==> src/rtl/sram_req_ctrl.sv <==
// rtl/sram_req_ctrl.sv - Request controller for one single-port SRAM macro with byte-mask read-modify-write
//
// Purpose: accepts one read or masked write at a time, drives a single-port
// registered SRAM macro that has no byte enables, and returns one response per
// request. Partial-mask writes become a read, a merge and a full-word write.
//
// Ports:
//   clock, reset           single clock, synchronous active-high reset
//   req_valid/req_ready    request handshake
//   req_wen                1 = write, 0 = read
//   req_addr/req_wdata     word address and write data
//   req_wmask              byte enables for writes (bit i -> byte i)
//   resp_valid/resp_ready  response handshake
//   resp_rdata             read data, or the word finally stored by a write
//   sram_ceb/sram_web      macro enable (active low) and write-enable (0 = write)
//   sram_a/sram_d/sram_q   macro address, write data, registered read data
module sram_req_ctrl #(
  parameter int ADDR_W = 9,
  parameter int DATA_W = 64,
  parameter int MASK_W = DATA_W / 8
) (
  input  logic              clock,
  input  logic              reset,
  input  logic              req_valid,
  output logic              req_ready,
  input  logic              req_wen,
  input  logic [ADDR_W-1:0] req_addr,
  input  logic [DATA_W-1:0] req_wdata,
  input  logic [MASK_W-1:0] req_wmask,
  output logic              resp_valid,
  input  logic              resp_ready,
  output logic [DATA_W-1:0] resp_rdata,
  output logic              sram_ceb,
  output logic              sram_web,
  output logic [ADDR_W-1:0] sram_a,
  output logic [DATA_W-1:0] sram_d,
  input  logic [DATA_W-1:0] sram_q
);

  // RESP is part of the encoding but the controller parks a finished response
  // in resp_valid_q while sitting in IDLE, so that a response handshake and the
  // next acceptance can share a cycle. RESP therefore only falls back to IDLE.
  typedef enum logic [2:0] {
    IDLE    = 3'd0,
    RD_CAP  = 3'd1,
    RMW_CAP = 3'd2,
    RMW_WR  = 3'd3,
    RESP    = 3'd4
  } state_e;

  state_e              state_q;
  logic                resp_valid_q;
  logic [DATA_W-1:0]   resp_rdata_q;
  logic [ADDR_W-1:0]   addr_q;
  logic [DATA_W-1:0]   wdata_q;
  logic [MASK_W-1:0]   mask_q;
  logic [DATA_W-1:0]   merged_q;
  logic [DATA_W-1:0]   merged_d;

  logic accept;
  logic mask_full;
  logic mask_zero;

  assign req_ready  = !reset && (state_q == IDLE) && (!resp_valid_q || resp_ready);
  assign accept     = req_valid && req_ready;
  assign mask_full  = &req_wmask;
  assign mask_zero  = ~|req_wmask;
  assign resp_valid = resp_valid_q;
  assign resp_rdata = resp_rdata_q;

  // Byte merge of the saved write data over the word read back from the macro.
  // Only registered in RMW_CAP, the one cycle sram_q holds the RMW read.
  always_comb begin
    merged_d = sram_q;
    for (int i = 0; i < MASK_W; i++) begin
      if (mask_q[i]) begin
        merged_d[i*8 +: 8] = wdata_q[i*8 +: 8];
      end
    end
  end

  // The first access of a request is issued combinationally in the acceptance
  // cycle; only the RMW write-back comes from saved state. Reset forces the
  // macro idle so an aborted RMW never writes.
  always_comb begin
    sram_ceb = 1'b1;
    sram_web = 1'b1;
    sram_a   = '0;
    sram_d   = '0;
    if (!reset) begin
      if (accept && !(req_wen && mask_zero)) begin
        sram_ceb = 1'b0;
        sram_a   = req_addr;
        if (req_wen && mask_full) begin
          sram_web = 1'b0;
          sram_d   = req_wdata;
        end
      end else if (state_q == RMW_WR) begin
        sram_ceb = 1'b0;
        sram_web = 1'b0;
        sram_a   = addr_q;
        sram_d   = merged_q;
      end
    end
  end

  always_ff @(posedge clock) begin
    if (reset) begin
      state_q      <= IDLE;
      resp_valid_q <= 1'b0;
      resp_rdata_q <= '0;
      addr_q       <= '0;
      wdata_q      <= '0;
      mask_q       <= '0;
      merged_q     <= '0;
    end else begin
      // A load below overrides this clear in the same cycle.
      if (resp_valid_q && resp_ready) begin
        resp_valid_q <= 1'b0;
      end
      case (state_q)
        IDLE: begin
          if (accept) begin
            if (!req_wen) begin
              state_q <= RD_CAP;
            end else if (mask_full || mask_zero) begin
              resp_valid_q <= 1'b1;
              resp_rdata_q <= mask_full ? req_wdata : '0;
            end else begin
              addr_q  <= req_addr;
              wdata_q <= req_wdata;
              mask_q  <= req_wmask;
              state_q <= RMW_CAP;
            end
          end
        end
        RD_CAP: begin
          resp_valid_q <= 1'b1;
          resp_rdata_q <= sram_q;
          state_q      <= IDLE;
        end
        RMW_CAP: begin
          merged_q <= merged_d;
          state_q  <= RMW_WR;
        end
        RMW_WR: begin
          resp_valid_q <= 1'b1;
          resp_rdata_q <= merged_q;
          state_q      <= IDLE;
        end
        default: begin
          state_q <= IDLE;
        end
      endcase
    end
  end

endmodule

==> config.mk <==
export PLATFORM = sky130hd
export DESIGN_NAME = sram_req_ctrl
export DESIGN_NICKNAME = d
export VERILOG_FILES = /design/src/rtl/sram_req_ctrl.sv
export SDC_FILE = /design/constraint.sdc
export NUM_CORES = 1
export LEC_CHECK = 0
export ABC_AREA = 1
export BUFFER_PORTS_ARGS = -buffer_cell sky130_fd_sc_hd__buf_2
export CAP_MARGIN = 20
export CORE_ASPECT_RATIO = 1.75
export CORE_UTILIZATION = 30
export CTS_BUF_LIST = sky130_fd_sc_hd__clkbuf_8
export CTS_CLUSTER_DIAMETER = 60
export DETAILED_ROUTE_END_ITERATION = 12
export GPL_ROUTABILITY_DRIVEN = 0
export GPL_TIMING_DRIVEN = 1
export MAX_ROUTING_LAYER = met4
export PLACE_DENSITY = 0.53
export SYNTH_ARGS = -nofsm -noshare
export SYNTH_HDL_FRONTEND = slang
export SYNTH_SLANG_ARGS = --single-unit
==> constraint.sdc <==
create_clock -name clock -period 1.9 [get_ports clock]
set_input_delay 0.285 -clock clock [delete_from_list [all_inputs] [get_ports clock]]
set_output_delay 0.285 -clock clock [all_outputs]
set_load 0.005 [all_outputs]
# Word-level counts from Yosys, hierarchy flattened
# Index checks and enable logic that the tools add are counted.
# word_totals
register_bits	213
latchBits	0
ram_bits	0
rom_bits	0
input_bits	150
output_inout_bits	141
word_cells	71
n_memories	0
# op_classes
addsub	0
n_mul	0
n_div	0
order_cmp	0
eq_ne	7
n_shift	0
n_mux	35
n_bitwise	1
reduce_logical	21
# op_table
cell	count
64-bit two-way mux	8
64-bit one-hot mux with 3 select lines	1
8-bit two-way mux	8
9-bit two-way mux	3
1-bit two-way mux	10
3-bit two-way mux	3
4-bit AND reduction	2
8-bit AND reduction	1
8-bit OR reduction	1
1-bit logical AND	7
3-bit by 2-bit == test with 1-bit output, second input constant	2
3-bit one-hot mux with 2 select lines	1
1-bit logical NOT	4
2-bit inequality test, second input constant	2
3-bit by 1-bit == test with 1-bit output, second input constant	1
3-bit logical NOT	1
3-bit inequality test, second input constant	1
3-bit nonzero test	1
1-bit logical OR	2
2-bit by 1-bit inequality test with 1-bit output, second input constant	1
1-bit one-hot mux with 2 select lines	1
2-bit AND reduction	1
2-bit OR reduction	1
1-bit inverter	1

# Longest topological paths before layout
# depth
depth_word	7
depth_mapped	12
depth_no_buf	9

# Worst setup path before layout
# Ideal clock, no wire load.
# synth_timing
path_type	reg2out
startpoint	reg state_q[0]
endpoint	out sram_d[47]
arrival_time_ns	1.453
setup_slack_ns	0.162
path_stages_with_launch	12
path_cell_list	dfxtp_1 -> buf_2 -> nor2_4 -> nand2_2 -> nor2_4 -> nand2_2 -> inv_4 -> nand2_1 -> buf_2 -> buf_2 -> a21oi_1 -> nor2_1
# synth_via
elab_chain_len	7
elab_cells_between_ends	9
classes_between	1 x eq/ne; 3 x mux; 5 x reduce/logical
# synth_lines
element	line	text
start: declaration	51	state_e state_q;
start signal: assignment	109	state_q <= IDLE;
start signal: assignment	125	state_q <= RD_CAP;
start signal: assignment	133	state_q <= RMW_CAP;
3-bit logical NOT	64	assign req_ready = !reset && (state_q == IDLE) && (!resp_valid_q || resp_ready);
1-bit logical AND (2 in a row)	64	
net req_ready	25	output logic req_ready,
1-bit logical AND	65	assign accept = req_valid && req_ready;
1-bit logical AND	91	if (accept && !(req_wen && mask_zero)) begin
64-bit two-way mux	91	
64-bit two-way mux	90	if (!reset) begin
end: declaration	36	output logic [DATA_W-1:0] sram_d,
# The timed path passes the listed nets, and every way through them passes these cells.

# Final worst setup path
# layout_timing
startpoint	reg state_q[0]
endpoint	out sram_d[61]
# layout_via
elab_chain_len	7
elab_cells_between_ends	9
classes_between	1 x eq/ne; 3 x mux; 5 x reduce/logical
# layout_lines
element	line
3-bit logical NOT	64
1-bit logical AND (2 in a row)	64
1-bit logical AND	65
1-bit logical AND	91
64-bit two-way mux *	91
64-bit two-way mux *	90
# Mark *: on every way between the ends. The rest lies on a longest branch, timed or not.

==> metrics.cfg <==
[setup_path]
critPathTopFamily=buffers and inverters
critPathKind=flip-flop to output pin
critPathBufInv=3
critPathCaptureType=output pin
crit_fanout=65
r2r_start=state_q[0]
r2r_slack_ps=90
required_ps=1620
critPathMaxStageDelay_ps=360
crit_path_start_kind=flip-flop
r2r-end=wdata_q[57]
path_cells=buf_4 > buf_12 > nand3_1 > nand2_4 > nand2_2 > nor2_2 > buf_2
crit_arrival_ps=2140
r2r_cells=12
crit_slowest_cell=dfxtp_4

[global_routing]
grt_usage=0.225
grt_pass1_vias=14000
antenna_found_initial=3
overflow=0
grt_max_degree=104
grt_pass1_wl_um=73200

[clock_network]
cts.sinks=212
numCtsBuffers=37
clockBufferDepth=3
cts_tree=yes
root_buffer=clkbuf_8
htree_levels=2
worst_setup_hold_path_clk_slew_ps=70
clk_latency_ps=570

[synth]
async_reset_ff_frac=0
syn_nets=2328
synth_area_sq_um=12600
synth_edf_count=0
ys_ff_latch=212
synth_top_cell_area_share=0.336
synth_ff_type=dfxtp_1
seq_area_frac_synth=0.336
synth.area.top_cells=dfxtp_1, nand2_1, nor2_1
yosysWarnings=0
synth_top_area_cell=dfxtp_1
synth.most_common_cell=nand2_1
avgSynthCellArea_sq_um=5.79
ys_types=23
ys_top_cells_by_count=nand2_1, nor2_1, nand3_1
netlist_instances=2178

[sta]
fmax_mhz=412
slew_viol_final=0
fin_tns_setup_ps=-33750
fin_skew_ps=22.2
grt_setup_unrepaired=true
period_needed_ps=2430
hold_viol=0
setup_viol=75
slew_headroom=0.668
final.period_utilization=1.28
setup_slack_ps=-526
worst_pin_slew_ps=498

[run_status]
violations=setup timing
outcome=complete, but fails checks

[floorplanning]
die_w_um=157
num_rows=99
die_h_um=273
io_pins=291
fp.dieArea_sq_um=42900
start_util=0.303
fp.coreArea_sq_um=41600

[final_layout]
nNetsFinal=2628
fillers=4623
instances_no_fill=3062
area_delta_synth_final_pct=35.2
seq_area_sq_um=4250
stdcell_area_sq_um=17100
multi_input_area_sq_um=7110
drive_above_1_share=0.222

[route]
num_vias=14500
route.detailed.drc=0
drt_wl_total_um=47600
via_per_inst=4.75
drtAntennaViolNets=0
avgRoutedWirePerCell_um=15.5
drt_pre_antenna_iters=6
drtIter0Drc=901

[worst_hold_path]
worstHoldEndpoint=merged_q[50]
min_from=sram_q[50]
hp-class=input pin to flip-flop
hold_depth=3

[power_and_ir_drop]
powerDensity_nw_per_um2=701
ir_drop_mv=0.523
p_leak_nw=8.53
p_total_mw=11.9

[place]
dp_cells=2937
portBuffers=290
dpl.hpwl_um=32200
dpl_cell_area_sq_um=15100

[run]
maxCapViolations=0

## registers in the layout, indices dropped and copies added, names as in the netlist
| signal | flops |
|---|---|
| merged_q | 64 |
| resp_rdata | 64 |
| wdata_q | 64 |
| addr_q | 9 |
| mask_q | 8 |
| state_q | 2 |
| resp_valid | 1 |
## worst reg2reg max path, stage by stage, from the launching register on
cell and delay [ps]:
dfxtp_4 350, nor2_4 120, nand2_2 70, nor2_4 90
buf_4 110, buf_4 100, nand3_2 120, nor2_4 210
buf_12 170, buf_4 180, nand2_1 70, nand2_1 60
nor2_1 40
## logic make-up (layout without fill, tap and decap cells)
logic type | after synthesis | after routing | synth area share
simple gates | 1280 | 1280 | 0.412
compound gates | 270 | 270 | 0.114
other cells | 0 | 3 | 0
buf+inv | 416 | 742 | 0.137
flops | 212 | 212 | 0.336
## power by group
| part | leakage, nW | switching, mW | internal, mW |
|---|---|---|---|
| Combinational | 6.37 | 1.48 | 0.987 |
| Clock | 0.435 | 2.08 | 2.59 |
| Sequential | 1.73 | 0.131 | 4.68 |
| Total | 8.53 | 3.69 | 8.26 |
## metal layers
metal | wire, um | vias up | global-route usage | share of wire
met3 | 2090 | 92 | 0.0268 | 0.044
li1 | - | 7418 | - | -
met4 | 1530 | 0 | 0.0903 | 0.032
met5 | 0 | - | - | 0
met2 | 24300 | 389 | 0.399 | 0.51
met1 | 19600 | 6637 | 0.254 | 0.41
## timing repair
item	4_1_cts	5_1_grt
pin swaps	20	18
endpoints found under the hold margin	45	0
gates resized for setup	41	107
setup endpoints to repair	75	77
buffers inserted	4	3
gates cloned	3	4
hold buffers	45	0
## final cells by class
type	instances	share of cell area
multi-input combinational	1550	0.417
sequential	212	0.249
timing repair buffer	431	0.190
inverter	246	0.0555
tap	555	0.0407
clock buffer	49	0.0395
clock inverter	16	0.00756
antenna	3	0.000440
## layout by cell type (no fill, tap or decap), types with 3 or more instances in the layout
master	synthesis	final
nand2_2	2	17
nand2_1	597	570
inv_1	242	246
buf_12	0	37
o21ai_2	0	6
dfxtp_1	212	210
nand3_1	270	269
a21oi_2	1	6
buf_4	10	47
nor3_1	20	20
nor2_4	3	24
buf_2	61	290
o21ai_0	84	74
a21oi_1	119	111
nor2_2	0	31
a31oi_1	64	64
clkbuf_8	0	49
dlygate4sd3_1	0	45
diode_2	0	3
o21ai_1	1	4
nand2_4	0	11
clkbuf_16	0	4
a21oi_4	0	3
buf_6	7	5
nor2_1	387	335
clkinv_2	0	8
## worst max path at each step
stage	from	endpoint	slack, ps	cells past startpoint
detailed placement	req_wmask[0]	sram_d[15]	-110	10
floorplan	state_q[0]	sram_d[47]	160	11
global route	state_q[0]	sram_d[45]	-650	11
CTS	state_q[0]	sram_d[3]	-530	12
finish	state_q[0]	sram_d[61]	-530	7
global placement	req_wmask[1]	sram_d[15]	-120	10
## per-stage QoR
step	utilization	hold WS (ps)	setup slack (ps)
floorplan	-	448	162
global placement	0.362	454	-125
detailed placement	0.362	463	-110
CTS	0.398	0.0122	-532
global route	0.410	6.25	-653
finish	0.410	15.4	-526
No activity file was read; power rests on OpenSTA's default activity.
